**src/rtl/wb_pkg.sv**
```systemverilog
// -----------------------------------------------------------------------------
// wb_pkg
// Shared definitions for the feature-map address sequencers (write and read
// side): default map geometry, opcode-to-slot layout and the sequencer FSM
// state encoding.
// No ports (package).
// -----------------------------------------------------------------------------
package wb_pkg;

  // Map geometry: MAP_DIM x MAP_DIM words per feature slot, power of two.
  localparam int WB_MAP_DIM    = 64;
  // Maximum channels written by one layer opcode.
  localparam int WB_NUM_CH     = 3;
  // Slot index used by opcode 0.
  localparam int WB_FIRST_IDX  = 3;
  // Opcodes 0..SINGLE_OPS-1 write channel 0 only.
  localparam int WB_SINGLE_OPS = 16;
  // The next MULTI_OPS opcodes write all NUM_CH channels.
  localparam int WB_MULTI_OPS  = 16;
  // Parking slot; a channel decoded here is disabled.
  localparam int WB_IDLE_IDX   = 67;

  typedef enum logic [1:0] {
    ST_IDLE = 2'd0,
    ST_LOAD = 2'd1,
    ST_RUN  = 2'd2,
    ST_DONE = 2'd3
  } wb_state_e;

endpackage

```
**src/rtl/wb_slot_decode.sv**
```systemverilog
// -----------------------------------------------------------------------------
// wb_slot_decode
// Combinational opcode decode: for every channel k yields the feature slot
// index, its enable (slot != IDLE_IDX) and its base word address
// (idx * MAP_DIM^2, truncated to ADDR_W).
// Ports:
//   i_opcode : layer opcode
//   o_en     : per-channel enable, bit k = channel k
//   o_base   : per-channel base address, channel k at [k*ADDR_W +: ADDR_W]
// -----------------------------------------------------------------------------
module wb_slot_decode
  import wb_pkg::*;
#(
  parameter int OPCODE_W   = 6,
  parameter int ADDR_W     = 19,
  parameter int IDX_W      = 7,
  parameter int MAP_DIM    = WB_MAP_DIM,
  parameter int NUM_CH     = WB_NUM_CH,
  parameter int FIRST_IDX  = WB_FIRST_IDX,
  parameter int SINGLE_OPS = WB_SINGLE_OPS,
  parameter int MULTI_OPS  = WB_MULTI_OPS,
  parameter int IDLE_IDX   = WB_IDLE_IDX
) (
  input  logic [OPCODE_W-1:0]      i_opcode,
  output logic [NUM_CH-1:0]        o_en,
  output logic [NUM_CH*ADDR_W-1:0] o_base
);

  localparam logic [IDX_W-1:0] IDLE_IDX_V = IDX_W'(IDLE_IDX);
  localparam longint           MAP_WORDS  = longint'(MAP_DIM) * longint'(MAP_DIM);

  // The parking slot must be addressable, otherwise base + pix could carry
  // past the top of the address space.
  if (longint'(IDLE_IDX) * MAP_WORDS >= (longint'(1) << ADDR_W)) begin : g_range_err
    $error("wb_slot_decode: IDLE_IDX*MAP_DIM^2 does not fit in ADDR_W bits");
  end

  logic [31:0]      w_op;
  logic [IDX_W-1:0] w_idx [NUM_CH];

  assign w_op = 32'(i_opcode);

  always_comb begin
    for (int k = 0; k < NUM_CH; k++) begin
      // NOTE: every combinational output gets a default before any branch so
      // no path leaves it unassigned, which would infer a latch.
      w_idx[k] = IDLE_IDX_V;
      if (w_op < 32'(SINGLE_OPS)) begin
        if (k == 0) w_idx[k] = IDX_W'(32'(FIRST_IDX) + w_op);
      end else if (w_op < 32'(SINGLE_OPS + MULTI_OPS)) begin
        w_idx[k] = IDX_W'(32'(FIRST_IDX + SINGLE_OPS)
                          + (w_op - 32'(SINGLE_OPS)) * 32'(NUM_CH) + 32'(k));
      end
      o_en[k] = (w_idx[k] != IDLE_IDX_V);
      // Product is taken modulo 2^ADDR_W, matching a truncated full product.
      o_base[k*ADDR_W +: ADDR_W] = ADDR_W'(w_idx[k]) * ADDR_W'(MAP_WORDS);
    end
  end

endmodule

```
**src/rtl/wb_addr_seq.sv**
```systemverilog
// -----------------------------------------------------------------------------
// wb_addr_seq
// Write-back address sequencer. On a start request it latches the layer
// opcode, decodes the destination slots, then streams one write address per
// accepted beat, pixel-major / channel-minor, across all enabled channels.
// Ports:
//   i_clk, i_rst      : clock, asynchronous active-high reset
//   i_start, i_opcode : one-cycle layer request and its opcode (IDLE only)
//   o_busy            : sequence in progress (LOAD, RUN, DONE)
//   o_valid, i_ready  : beat handshake
//   o_addr, o_ch      : write address and channel of the current beat
//   o_last            : final beat of the layer
//   o_done, o_err     : completion pulse; error when no channel is enabled
//   o_base            : registered per-channel base addresses
// -----------------------------------------------------------------------------
module wb_addr_seq
  import wb_pkg::*;
#(
  parameter int OPCODE_W   = 6,
  parameter int ADDR_W     = 19,
  parameter int IDX_W      = 7,
  parameter int MAP_DIM    = WB_MAP_DIM,
  parameter int NUM_CH     = WB_NUM_CH,
  parameter int FIRST_IDX  = WB_FIRST_IDX,
  parameter int SINGLE_OPS = WB_SINGLE_OPS,
  parameter int MULTI_OPS  = WB_MULTI_OPS,
  parameter int IDLE_IDX   = WB_IDLE_IDX
) (
  input  logic                                           i_clk,
  input  logic                                           i_rst,
  input  logic                                           i_start,
  input  logic [OPCODE_W-1:0]                            i_opcode,
  output logic                                           o_busy,
  output logic                                           o_valid,
  input  logic                                           i_ready,
  output logic [ADDR_W-1:0]                              o_addr,
  output logic [((NUM_CH > 1) ? $clog2(NUM_CH) : 1)-1:0] o_ch,
  output logic                                           o_last,
  output logic                                           o_done,
  output logic                                           o_err,
  output logic [NUM_CH*ADDR_W-1:0]                       o_base
);

  localparam int               CH_W    = (NUM_CH > 1) ? $clog2(NUM_CH) : 1;
  localparam int               PIX_W   = $clog2(MAP_DIM * MAP_DIM);
  localparam logic [PIX_W-1:0] PIX_MAX = '1;

  wb_state_e               r_state, w_next;
  logic [OPCODE_W-1:0]     r_op;
  logic [NUM_CH*ADDR_W-1:0] r_base, w_base;
  logic [NUM_CH-1:0]       r_en, w_en;
  logic [PIX_W-1:0]        r_pix, w_pix_inc;
  logic [CH_W-1:0]         r_ch;
  logic [ADDR_W-1:0]       r_addr;
  logic                    r_err;

  logic [CH_W-1:0]         w_lo_new;   // lowest enabled channel of the fresh decode
  logic [CH_W-1:0]         w_lo;       // lowest enabled channel of the loaded set
  logic [CH_W-1:0]         w_hi;       // highest enabled channel of the loaded set
  logic [CH_W-1:0]         w_nxt;      // next enabled channel above r_ch
  logic                    w_has_nxt;
  logic                    w_accept;
  logic                    w_last;

  wb_slot_decode #(
    .OPCODE_W  (OPCODE_W),
    .ADDR_W    (ADDR_W),
    .IDX_W     (IDX_W),
    .MAP_DIM   (MAP_DIM),
    .NUM_CH    (NUM_CH),
    .FIRST_IDX (FIRST_IDX),
    .SINGLE_OPS(SINGLE_OPS),
    .MULTI_OPS (MULTI_OPS),
    .IDLE_IDX  (IDLE_IDX)
  ) u_decode (
    .i_opcode(r_op),
    .o_en    (w_en),
    .o_base  (w_base)
  );

  // Channel selection. Descending scans let the last hit be the lowest match.
  always_comb begin
    w_lo_new = '0;
    for (int k = NUM_CH - 1; k >= 0; k--) begin
      if (w_en[k]) w_lo_new = CH_W'(k);
    end
  end

  always_comb begin
    w_lo      = '0;
    w_hi      = '0;
    w_nxt     = '0;
    w_has_nxt = 1'b0;
    for (int k = NUM_CH - 1; k >= 0; k--) begin
      if (r_en[k]) w_lo = CH_W'(k);
      if (r_en[k] && (k > int'(r_ch))) begin
        w_nxt     = CH_W'(k);
        w_has_nxt = 1'b1;
      end
    end
    for (int k = 0; k < NUM_CH; k++) begin
      if (r_en[k]) w_hi = CH_W'(k);
    end
  end

  assign w_pix_inc = r_pix + 1'b1;
  assign w_accept  = (r_state == ST_RUN) && i_ready;
  assign w_last    = (r_state == ST_RUN) && (r_pix == PIX_MAX) && (r_ch == w_hi);

  // FSM state register.
  always_ff @(posedge i_clk or posedge i_rst) begin
    // NOTE: clocked state uses non-blocking assignments so every register
    // samples pre-edge values regardless of block evaluation order.
    if (i_rst) r_state <= ST_IDLE;
    else       r_state <= w_next;
  end

  // FSM next state and status outputs.
  always_comb begin
    w_next  = r_state;
    o_busy  = 1'b0;
    o_valid = 1'b0;
    o_last  = 1'b0;
    o_done  = 1'b0;
    o_err   = 1'b0;
    unique case (r_state)
      ST_IDLE: begin
        if (i_start) w_next = ST_LOAD;
      end
      ST_LOAD: begin
        o_busy = 1'b1;
        w_next = (w_en == '0) ? ST_DONE : ST_RUN;
      end
      ST_RUN: begin
        o_busy  = 1'b1;
        o_valid = 1'b1;
        o_last  = w_last;
        if (w_accept && w_last) w_next = ST_DONE;
      end
      ST_DONE: begin
        o_busy = 1'b1;
        o_done = 1'b1;
        o_err  = r_err;
        w_next = ST_IDLE;
      end
      default: w_next = ST_IDLE;
    endcase
  end

  // Datapath: opcode latch, base/enable registers, pixel/channel counters and
  // the registered beat address.
  always_ff @(posedge i_clk or posedge i_rst) begin
    if (i_rst) begin
      r_op   <= '0;
      r_base <= '0;
      r_en   <= '0;
      r_pix  <= '0;
      r_ch   <= '0;
      r_addr <= '0;
      r_err  <= 1'b0;
    end else begin
      unique case (r_state)
        ST_IDLE: begin
          if (i_start) r_op <= i_opcode;
        end
        ST_LOAD: begin
          r_base <= w_base;
          r_en   <= w_en;
          r_pix  <= '0;
          r_ch   <= w_lo_new;
          // r_base is not loaded yet, so the first address comes from the decode.
          r_addr <= w_base[w_lo_new*ADDR_W +: ADDR_W];
          r_err  <= (w_en == '0);
        end
        ST_RUN: begin
          if (w_accept && !w_last) begin
            if (w_has_nxt) begin
              r_ch   <= w_nxt;
              r_addr <= r_base[w_nxt*ADDR_W +: ADDR_W] + ADDR_W'(r_pix);
            end else begin
              r_ch   <= w_lo;
              r_pix  <= w_pix_inc;
              r_addr <= r_base[w_lo*ADDR_W +: ADDR_W] + ADDR_W'(w_pix_inc);
            end
          end
        end
        default: ;
      endcase
    end
  end

  assign o_addr = r_addr;
  assign o_ch   = r_ch;
  assign o_base = r_base;

endmodule

```
**config.mk**
```make
export PLATFORM = sky130hd
export DESIGN_NAME = wb_addr_seq
export DESIGN_NICKNAME = d
export VERILOG_FILES = /design/src/rtl/wb_pkg.sv /design/src/rtl/wb_slot_decode.sv /design/src/rtl/wb_addr_seq.sv
export SDC_FILE = /design/constraint.sdc
export NUM_CORES = 1
export LEC_CHECK = 0
export ABC_AREA = 1
export CORE_ASPECT_RATIO = 1.4
export CORE_UTILIZATION = 50
export DETAILED_ROUTE_END_ITERATION = 8
export PLACE_DENSITY = 0.89
export SLEW_MARGIN = 20
export SYNTH_ARGS = -nofsm -noshare
export SYNTH_HDL_FRONTEND = slang
export SYNTH_SLANG_ARGS = --single-unit
```
**constraint.sdc**
```tcl
create_clock -name i_clk -period 2.9 [get_ports i_clk]
set_input_delay 0.87 -clock i_clk [delete_from_list [all_inputs] [get_ports i_clk]]
set_output_delay 0.87 -clock i_clk [all_outputs]
set_load 0.05 [all_outputs]
```
==> results.md, run 1 <==
* Clock Path Buffers at 2
* Synth Cell Area at 4530 µm²
* Num Clock Sinks at 66
* Required time of the critical path at 2030 ps
* Clock network latency to the later pin of the worst-skew pair at 330 ps
* Most frequent cell after synthesis: sky130_fd_sc_hd__nand2_1
* Hold violation total from the final report at 0
* Finished Core Util at 63.4%
* Arrival time at the worst endpoint at just over 2000 ps
* DRC at 0
* Result of the run: completed
* HPWL after DPL at 8920 µm
* GRT Total Usage at 27.1%
* Fraction of final layout cells with drive strength greater than 1 at 16.6%
* CTS clock-pin slew for the worst setup and hold paths at 50 ps
* Overflow left after global routing at 0
* Share of the clock period used by the worst path at 99.9%
* Fmax at 345 MHz
* I/O pin count at 93
* Worst slew margin relative to its limit at approximately 60%
* Number of flops mapped to enable cells by yosys at 0
* Detailed-route wire length per cell at 15.4 µm
* Yosys warnings at 0
* Dominant register cell in the synthesized netlist: sky130_fd_sc_hd__dfrtp_1
* Synthesis-to-finish area growth at 22.0%
* Category of the critical setup timing path: flop to primary output
* Standard-cell rows at 40
* Worst Max-Slew Pin Slew at 625 ps
* Critical Path Slowest Stage Cell: sky130_fd_sc_hd__dfrtp_1
* Number of antenna violations at the first check in global routing at 0
* Flops & latches, synth at 66
* Fin crit period at 2900 ps
* Iteration-0 DRC Markers at 207
* Startpoint type of the worst setup path: flop
* N_diodes at 0
* Sequential fraction of the synthesis area at 36.5%
* Class of the tightest hold or removal check: flop to flop
* Fraction of synthesis flops using an asynchronous set or reset pin at 100%
* Wire length of the first global-routing pass at ~19000 µm
* Final max-slew violation count at 0
* Cell taking the most area after synthesis: sky130_fd_sc_hd__dfrtp_1
* Ranking of synthesized cells by instance count: sky130_fd_sc_hd__nand2_1 (148), sky130_fd_sc_hd__inv_1 (68), sky130_fd_sc_hd__dfrtp_1 (66), sky130_fd_sc_hd__o21ai_0 (47), sky130_fd_sc_hd__nor2_1 (40)
* Crit path top cell by count: sky130_fd_sc_hd__nand2_1
* Gate Count Post-Synth at 607
* Net count of the finished layout at 702
* Critical path capture point type: primary output
* Clock tree from TritonCTS: built
* Remaining number of nets flagged by the antenna check after routing at 0
* Largest cells by area after synthesis: sky130_fd_sc_hd__dfrtp_1 (36%), sky130_fd_sc_hd__nand2_1 (12%), sky130_fd_sc_hd__buf_4 (6.3%)
* Number of vias in the routed layout at 4238
* Starting Density at just over 50%
* Die area at 9450 µm²
* Post-route clock skew at 4.61 ps
* Vias in the first global route at 4188
* Master cell of the clock root buffer: sky130_fd_sc_hd__clkbuf_16
* Vertical die dimension at 115 µm
* Highest net fanout along the worst path at 3
* Number of H-tree levels at 3
* Ordered cell list for the critical path: ha_4 -> nand2_2 -> nor2_4 -> nand3_4 -> nor2_2 -> nand2_1 -> nor3_2 -> nand2_1 -> inv_2 -> buf_12
* Final RePlAce weighted congestion at 0.986
* Hold_ws at a little under 500 ps
* Count of distinct cell types in the synthesized netlist at 44
* Horiz. Die Dim at around 82 µm
* Post-Synthesis Mean Instance Area at 7.46 µm²
* Routed via count divided by cell count at roughly 5.4
* Number of endpoints failing setup at the final stage at 0
* Core Footprint at 8710 µm²
* Total of max-cap violations at 0
* Post-CTS Hold Buffers at 0
* FILL cells at 750
* IO buf count at 56
* Area share of the largest cell type after synthesis at 36.5%
* Final Routed Wirelength at 12000 µm
* Router iterations before antenna repair at 4
* Largest net degree at the start of global routing at between 60 and 70
* Number of CTS-inserted buffers at 9
* Delay of the slowest critical-path stage at 420 ps
## per-layer routing
metal | vias to the layer above | GRT usage [%] | share of wire (%) | routed length (µm)
met5 | - | 0 | 0 | 0
met4 | 0 | 24.3 | 6.2 | 748
met3 | 60 | 4.86 | 5.1 | 615
met2 | 158 | 47.0 | 53 | 6410
met1 | 1992 | 26.5 | 35 | 4250
li1 | 2028 | - | - | -
## worst paths after layout
kind | start | endpoint | slack (ps) | cells past startpoint
setup reg to reg | r_op[2]$_DFFE_PP0P_ | o_addr[13]$_DFFE_PP0P_ | 210 | 20
hold reg to reg | o_addr[4]$_DFFE_PP0P_ | o_addr[4]$_DFFE_PP0P_ | 490 | 2
min in group asynchronous | i_rst | o_addr[0]$_DFFE_PP0P_ | 930 | 3
hold / removal | o_addr[4]$_DFFE_PP0P_ | o_addr[4]$_DFFE_PP0P_ | 490 | 2
max in group asynchronous | i_rst | r_op[4]$_DFFE_PP0P_ | 1680 | 3
setup / recovery | r_pix[0]$_DFFE_PP0P_ | o_last | 4 | 10
## cells in the final DEF, fill, tap and decap left out, types with 6 or more instances in the layout
cell / synthesis / final
sky130_fd_sc_hd__clkbuf_16: 0 / 9
sky130_fd_sc_hd__o21ai_0: 47 / 47
sky130_fd_sc_hd__nand3_1: 36 / 32
sky130_fd_sc_hd__ha_1: 21 / 16
sky130_fd_sc_hd__nand2_1: 148 / 146
sky130_fd_sc_hd__inv_1: 68 / 62
sky130_fd_sc_hd__a21oi_1: 19 / 18
sky130_fd_sc_hd__clkdlybuf4s50_1: 0 / 54
sky130_fd_sc_hd__nor2_2: 7 / 6
sky130_fd_sc_hd__o21ai_2: 17 / 18
sky130_fd_sc_hd__nor2_1: 40 / 39
sky130_fd_sc_hd__nand4_1: 10 / 10
sky130_fd_sc_hd__inv_2: 9 / 15
sky130_fd_sc_hd__dfrtp_1: 66 / 64
sky130_fd_sc_hd__buf_4: 38 / 16
sky130_fd_sc_hd__nand2_2: 17 / 19
sky130_fd_sc_hd__conb_1: 1 / 36
## repair_timing
action	CTS	global route
gates resized for setup	1	25
pin swaps	0	10
endpoints found under the setup margin	1	8
buffers inserted	0	6
## per-stage QoR
stage	TNS (ps)	instances	worst slack [ps]	instance area, µm²
floorplan	0	642	66.7	4660
global placement	0	759	235	5070
detailed placement	0	759	106	5070
CTS	0	774	26.1	5370
global route	-112	780	-71.3	5520
finish	0	780	4.21	5520
## critical path, delay by kind of cell (launching register included)
family | cells | cell delay, ps
simple gates | 7 | 910
fa+ha+maj | 1 | 170
flops | 1 | 420
buf+inv | 2 | 210
## state kept, by name (all words and copies together) (netlist names)
register,flops
o_addr,19
r_pix,12
r_state,2
r_en,3
o_ch,2
r_err,1
o_base,21
r_op,6
## cells by family (layout without fill, tap and decap cells)
family / Yosys count / after routing / share of synthesized area, %
and+or+nand+nor: 272 / 272 / 26.8
buffers and inverters: 131 / 164 / 14.8
AOI/OAI and AO/OA: 111 / 111 / 15.1
DFF: 66 / 66 / 36.5
adders and majority gates: 21 / 21 / 5.80
xor gates and xnor gates: 5 / 5 / 0.967
other: 1 / 36 / 0.0828
## final cells by class
cell class / instances / area, µm² / area share, %
sequential: 66 / 1650 / 29.9
inverter: 77 / 289 / 5.23
clock inverter: 3 / 65.1 / 1.18
tap: 105 / 131 / 2.38
clock buffer: 12 / 236 / 4.28
timing repair buffer: 72 / 701 / 12.7
multi-input combinational: 445 / 2450 / 44.3
Power of run 1 is left out: the tool's default activity adds up to more than one toggle a clock period on the data nets, which glitch-free logic cannot reach.
==> run 2, diff against run 1 <==
CTS_CLUSTER_SIZE = 40   (was unset)
==> results of run 2 <==
No change in the layout: final DEF, timing and power equal those of run 1.
Power of run 2 is left out for the same reason.
==> run 3, diff against run 2 <==
CTS_CLUSTER_DIAMETER = 40   (was unset)
HOLD_SLACK_MARGIN = 0.1   (was unset)
==> results of run 3 <==
No change in the layout: final DEF, timing and power equal those of run 1.
Power of run 3 is left out for the same reason.
